$ cat config.mk
export PLATFORM = sky130hd
export DESIGN_NAME = icache_direct
export DESIGN_NICKNAME = d
export VERILOG_FILES = /design/src/rtl/icache_direct.sv
export SDC_FILE = /design/constraint.sdc
export NUM_CORES = 1
export LEC_CHECK = 0
export CORE_MARGIN = 2
export CORE_UTILIZATION = 40
export CTS_BUF_LIST = sky130_fd_sc_hd__clkbuf_2
export CTS_CLUSTER_DIAMETER = 30
export DETAILED_ROUTE_END_ITERATION = 10
export PLACE_DENSITY = 0.56
export SYNTH_ARGS = -nofsm -noshare
export SYNTH_HDL_FRONTEND = slang
export SYNTH_SLANG_ARGS = --single-unit
$ cat constraint.sdc
create_clock -name CLK -period 17.3 [get_ports CLK]
set_clock_uncertainty 0.1 [all_clocks]
set_input_delay 3.46 -clock CLK [delete_from_list [all_inputs] [get_ports CLK]]
set_output_delay 3.46 -clock CLK [all_outputs]
set_load 0.1 [all_outputs]
$ cat src/rtl/icache_direct.sv
// icache_direct: direct-mapped read-only instruction cache with one-word frames,
// single-word fill over the iREN/iwait handshake and saturating hit/miss counters.
module icache_direct #(
  parameter int NFRAMES = 16
) (
  input  logic        CLK,
  input  logic        nRST,
  input  logic        imemREN,
  input  logic [31:0] imemaddr,
  output logic        ihit,
  output logic [31:0] imemload,
  output logic        iREN,
  output logic [31:0] iaddr,
  input  logic        iwait,
  input  logic [31:0] iload,
  output logic [31:0] hit_count,
  output logic [31:0] miss_count
);
  localparam int IDX_W = $clog2(NFRAMES);
  localparam int TAG_W = 30 - IDX_W;

  typedef enum logic {IDLE, FILL} state_t;

  state_t             state_q, state_d;
  logic [31:0]        fill_addr_q, fill_addr_d;
  logic [NFRAMES-1:0] valid_q, valid_d;
  logic [31:0]        hit_count_q, hit_count_d;
  logic [31:0]        miss_count_q, miss_count_d;
  logic [TAG_W-1:0]   tag_q [NFRAMES];
  logic [31:0]        data_q [NFRAMES];

  logic [IDX_W-1:0] idx, fidx;
  logic [TAG_W-1:0] tag, ftag;
  logic             miss, fill_done;

  always_comb begin
    idx          = imemaddr[IDX_W+1:2];
    tag          = imemaddr[31:IDX_W+2];
    fidx         = fill_addr_q[IDX_W+1:2];
    ftag         = fill_addr_q[31:IDX_W+2];
    ihit         = (state_q == IDLE) && imemREN && valid_q[idx] && (tag_q[idx] == tag);
    imemload     = ihit ? data_q[idx] : '0;
    iREN         = (state_q == FILL);
    iaddr        = iREN ? fill_addr_q : '0;
    fill_done    = iREN && !iwait;
    miss         = (state_q == IDLE) && imemREN && !ihit;
    state_d      = miss ? FILL : fill_done ? IDLE : state_q;
    fill_addr_d  = miss ? {imemaddr[31:2], 2'b00} : fill_addr_q;
    valid_d      = valid_q;
    if (fill_done) valid_d[fidx] = 1'b1;
    hit_count_d  = (ihit && hit_count_q != '1) ? hit_count_q + 32'd1 : hit_count_q;
    miss_count_d = (miss && miss_count_q != '1) ? miss_count_q + 32'd1 : miss_count_q;
  end

  always_ff @(posedge CLK or negedge nRST) begin
    if (!nRST) begin
      state_q      <= IDLE;
      fill_addr_q  <= '0;
      valid_q      <= '0;
      hit_count_q  <= '0;
      miss_count_q <= '0;
    end else begin
      state_q      <= state_d;
      fill_addr_q  <= fill_addr_d;
      valid_q      <= valid_d;
      hit_count_q  <= hit_count_d;
      miss_count_q <= miss_count_d;
    end
  end

  // Tag/data contents are meaningless until the matching valid bit is set, so no reset.
  always_ff @(posedge CLK) begin
    if (fill_done) begin
      tag_q[fidx]  <= ftag;
      data_q[fidx] <= iload;
    end
  end

  assign hit_count  = hit_count_q;
  assign miss_count = miss_count_q;
endmodule

Word level (Yosys, flattened, before mapping)
Memory sizes are Yosys's and may differ from the RTL's.
Cells that the tools add are included.
{"block": "totals", "register_bits": 111, "wordCells": 38, "ramBits": 928, "mem_count": 2, "output_inout_bits": 130}
{"block": "op_classes", "n_mux": 10, "order_cmp": 3, "n_reduce_logical": 11, "n_addsub": 2, "bitwise_logic": 2, "n_eq_ne": 3}
{"memory": "data_q", "depth": 16, "width": 32, "rd": 1, "rd_ports_with_merged_regs": 0, "wr": 1, "line_no": "30", "source": "logic [31:0] data_q [NFRAMES];"}
{"memory": "tag_q", "depth": 16, "width": 26, "rd": 1, "rd_ports_with_merged_regs": 0, "wr": 1, "line_no": "29", "source": "logic [TAG_W-1:0] tag_q [NFRAMES];"}
{"operator": "adder 32 x 1 -> 32 bit (second input constant)", "count": 2}
{"operator": "2-to-1 mux 32 bit", "count": 2}
{"operator": "inequality test 32 bit (second input constant)", "count": 2}
{"operator": "equality test 26 bit", "count": 1}
{"operator": "bitwise OR 16 bit", "count": 1}
{"operator": "less-than comparator 4 x 5 -> 1 bit (second input constant)", "count": 2}
{"operator": "logical AND 1 bit", "count": 8}
{"operator": "2-to-1 mux 1 bit", "count": 6}
{"operator": "binary-select mux 1 bit (select 4 bit)", "count": 1}
{"operator": "demux 1 bit (select 4 bit)", "count": 1}
{"operator": ">= comparator 4 x 1 -> 1 bit (second input constant)", "count": 1}
{"operator": "zero test 1 bit", "count": 2}
{"operator": "nonzero test 2 bit", "count": 1}
{"operator": "inverter 1 bit", "count": 1}

Logic depth before layout (Yosys ltp)
{"block": "depth", "depth_word": 7, "ltp_mapped": 16}

Worst setup path after synthesis
Ideal clock, no wire load.
{"block": "synth_path", "path_type": "input -> output", "start": "in imemaddr[4]", "end": "out imemload[10]", "setup_slack_ns": 5.843, "arrival_ns": 7.897, "path_stages": 13, "t_required_ns": 13.740, "cell_sequence": "buf_2 -> buf_1 -> clkbuf_1 -> mux4_2 -> mux4_2 -> xor2_1 -> nor2_1 -> nand4_1 -> or3_1 -> buf_6 -> buf_6 -> clkbuf_1 -> nor2b_1"}
{"block": "synth_between", "elab_chain_len": 5, "elab_cells_between_ends": 8, "cone_classes": "eq/ne (1); mux (3); reduce/logical (2); memory (2)"}
{"item": "from (decl)", "line_no": "9", "source": "input logic [31:0] imemaddr,"}
{"item": "parallel branches: the longest is 4 deep, another holds memory (16 x 26 bit)"}
{"item": "2-to-1 mux 32 bit (*)", "line_no": "42", "source": "imemload = ihit ? data_q[idx] : '0;"}
{"item": "to (decl)", "line_no": "11", "source": "output logic [31:0] imemload,"}
Every way passes the cells marked *. The select of a mux whose other input is x is not followed.

Worst setup path in the final report
{"block": "layout_path", "start": "in imemaddr[2]", "end": "out imemload[29]"}
The elaborated chain is that of the path after synthesis.

==> results.md <==
* Final cell count without fillers at 3922
* Area of the die at 104300 um2
* Vias per cell at 5.253
* Critical Path Source Type: input pin
* VDD IR-drop max at 0.09879 mV
* CTS tree: done
* Largest family of logic cells by synthesized area: multiplexers
* Post-CTS sizing at 0
* Fin nets at 2423
* Pwr Total at 0.005195 W
* Power Density at 111.0 nW/um2
* Final hold slack at 373.4 ps
* Worst R2R Start: tag_q[10][24]
* Req. time, crit path at 13740 ps
* Synth cell types at 49
* Sink Count at 1039
* Area grow syn2layout at 15.00%
* Largest net degree at the start of global routing at 74
* Cell count after placement at 3424
* Worst-case clock buffer depth at 4
* Starting density of the core at 40.19%
* Largest cells by area after synthesis: edfxtp_1 68%, mux4_2 14%, dfrtp_1 6.8%
* Post-Synth Simple-Gate Area at 4.238%
* Total CTS buffers at 295
* Worst Path Max Fanout at 68
* Min-delay worst type: reg -> reg
* Max Cap Violations at 0
* Setup TNS after final layout at 0 ps
* R2R setup slack at 12770 ps
* Boundary Pins at 198
* Final setup viols at 0
* Adder-cell share of the synthesized area at 0.06147%
* Post-synth EDFFs at 928
* Final HPWL DP at 49.78 mm
* Die Width at 323.0 um
* Yosys warning count at 0
* Post-synthesis mux area share at 16.31%
* Final GP Congestion at 0.7709
* Setup slack after layout at 4592 ps
* Setup WS pre-CTS at 4435 ps
* DR WL/cell at 24.66 um
* R2R cell count at 10
* Worst-Skew Late Latency at 1490 ps
* Most frequent cell after synthesis: edfxtp_1
* F_max at 78.69 MHz
* Postcts setup bufs at 0
* FFs w/ async S/R, synth at 10.68%
* Initial antenna violation count at 6
* GRT Util Overall at 18.77%
* Cell breakdown of the critical path: buf_8, buf_4, nor2b_1, a22o_1, a221oi_2, xnor2_1, or4_1, a2111o_1, or3_4, nor2b_1, clkdlybuf4s50_1
* Post-synth top area share at 68.45%
* Site row count at 117
* Most common cell on crit path: nor2b_1
* Slew headroom at 22.37%
* Worst path depth at 11
* Outcome: complete, no violations
* CP startpoint: imemaddr[2]
* Synth Area per Inst at 21.22 um2
* Final hold viol count at 0
* Core area at 101300 um2
* First-pass GRT wire length at 140.9 mm
* CP Class: in -> out
* Critical path's largest stage delay at 1160 ps
* Synth Flop Type: edfxtp_1
* Slowest CP cell: clkdlybuf4s50_1
* IO Port Bufs at 193
* Register area at 30650 um2
* Vias in the first global route at 22030
* Clock slew seen by the registers of the worst setup and hold paths at 90 ps
* Largest area contributor in the synthesized netlist: edfxtp_1
* RSZ-0062 raised after global routing: no
* Vias at 20600
* Register area share after synthesis at 75.28%
* Post-Synthesis Cells at 1918
* Top delay family on crit path: buffers and inverters
* Iter 0 DRT Violations at 1506
* CP bufs+invs at 3
* Worst Tran Pin Value at 1161 ps
* FF-to-FF End: hit_count[1]
* Mapped cell area at 40710 um2
* Top cells by count, synth: 928 x edfxtp_1, 257 x mux4_2, 111 x dfrtp_1
* Hold depth at 1
* Hold Crit Start: valid_q[1]
* Pre-antenna DRT Iters at 5
* Die Y at 323.0 um
* Fin crit period at 12710 ps
* Worst endpoint data arrival time at 9150 ps
* GRT overflow at 0
* Worst setup path end: imemload[29]
* Yosys reg bits at 1039
* Post-synthesis compound-gate area fraction at 0.8667%
* Fin crit share at 73.45%
* Leakage at 15.92 nW
* Area of the multi-input gates at 9723 um2
* DRT antenna net count at 0
* Post-CTS Hold Fix Bufs at 0
* Share of layout cells above drive strength 1 at 32.21%
* Crit. End Element: primary output
* CTS H-tree lvls at 5
* Synth Area in XOR/XNOR at 2.087%
* Fillers at 8771
* Number of remaining DRC errors at 0
* Total Wirelength at 96.72 mm
* Max Transition Viols Final at 0
* Clock root buffer master: clkbuf_2
-- worst register-to-register path: stages (launching register included) --
cell and delay [ps]:
edfxtp_1 380, mux4_1 490, a22o_1 250, a221oi_2 190, xnor2_1 120, or4_1 540
a2111o_1 540, or3_4 690, buf_4 410, nor2_1 310, mux2_2 350
-- where the power goes --
group	switching [W]	total, W	internal (W)
clock	0.000974	0.00166	0.000690
combinational	0.000359	0.000550	0.000191
sequential	0.0000956	0.00298	0.00289
-- metal layers --
layer  up-vias  part of all wire (%)  global-route usage (%)
met1     10880                    42                   24.30
li1       8886                     -                       -
met2       666                    50                   31.30
met5         -                 0.041                       0
met3       162                   5.4                   3.951
met4         6                   2.0                   7.018
-- sequential cells by signal, summed over array words and instances (netlist names) --
| register | count |
|---|---|
| tag_q | 416 |
| valid_q | 16 |
| fill_addr_q | 30 |
| iREN | 1 |
| data_q | 512 |
| miss_count | 32 |
| hit_count | 32 |
-- stage by stage --
step | utilization (%) | instance area, um2
after CTS | 46.19 | 46790
after floorplan | - | 40710
final | 46.22 | 46820
after global routing | 46.21 | 46810
after global placement | 43.76 | 44330
after detailed placement | 43.76 | 44330
-- worst min-delay path by stage --
stage	endpoint	slack (ps)
after floorplan	valid_q[12]	330
after global placement	valid_q[13]	350
after detailed placement	valid_q[11]	350
after CTS	valid_q[13]	370
after global routing	valid_q[8]	390
final	valid_q[1]	370
-- cell usage in the layout, fill, tap and decap left out, types with 4 or more instances in the layout --
cell / netlist / routed
nor2_1: 41 / 29
inv_1: 7 / 7
clkbuf_2: 0 / 406
nor3_2: 0 / 4
a22o_1: 4 / 4
and2_1: 38 / 38
mux2i_1: 37 / 37
or3_1: 5 / 4
inv_2: 0 / 9
nor2_4: 0 / 12
nor3b_1: 4 / 4
nand4_1: 18 / 18
nand2_1: 45 / 45
mux4_2: 257 / 257
clkinv_1: 0 / 52
and3_1: 25 / 25
edfxtp_1: 928 / 928
or2_2: 17 / 17
dfrtp_1: 111 / 110
xnor2_1: 36 / 36
a221oi_1: 4 / 4
nand2b_1: 10 / 10
nor3_1: 25 / 21
buf_4: 8 / 40
and4_1: 6 / 6
xor2_1: 61 / 61
a22oi_1: 20 / 20
mux2_2: 38 / 38
bufinv_16: 0 / 4
nand3_1: 15 / 15
nor2b_1: 40 / 40
clkdlybuf4s50_1: 0 / 188
clkinv_2: 0 / 16
diode_2: 0 / 11
nor4_2: 4 / 4
-- cell families after synthesis --
group           after synthesis
xor+xnor                     97
fa+ha+maj                     2
mux                         334
other cells                   1
compound gates               43
buf+inv                     101
flops                      1039
simple gates                301
-- final cells by class --
cell class / instances / area share, %
timing repair buffer: 231 / 4.746
sequential: 1039 / 65.46
multi-input combinational: 779 / 20.77
antenna: 11 / 0.05880
clock buffer: 406 / 4.340
clock inverter: 81 / 0.9167
inverter: 7 / 0.05612
tap: 1368 / 3.656
(Power assumes the default switching activity.)
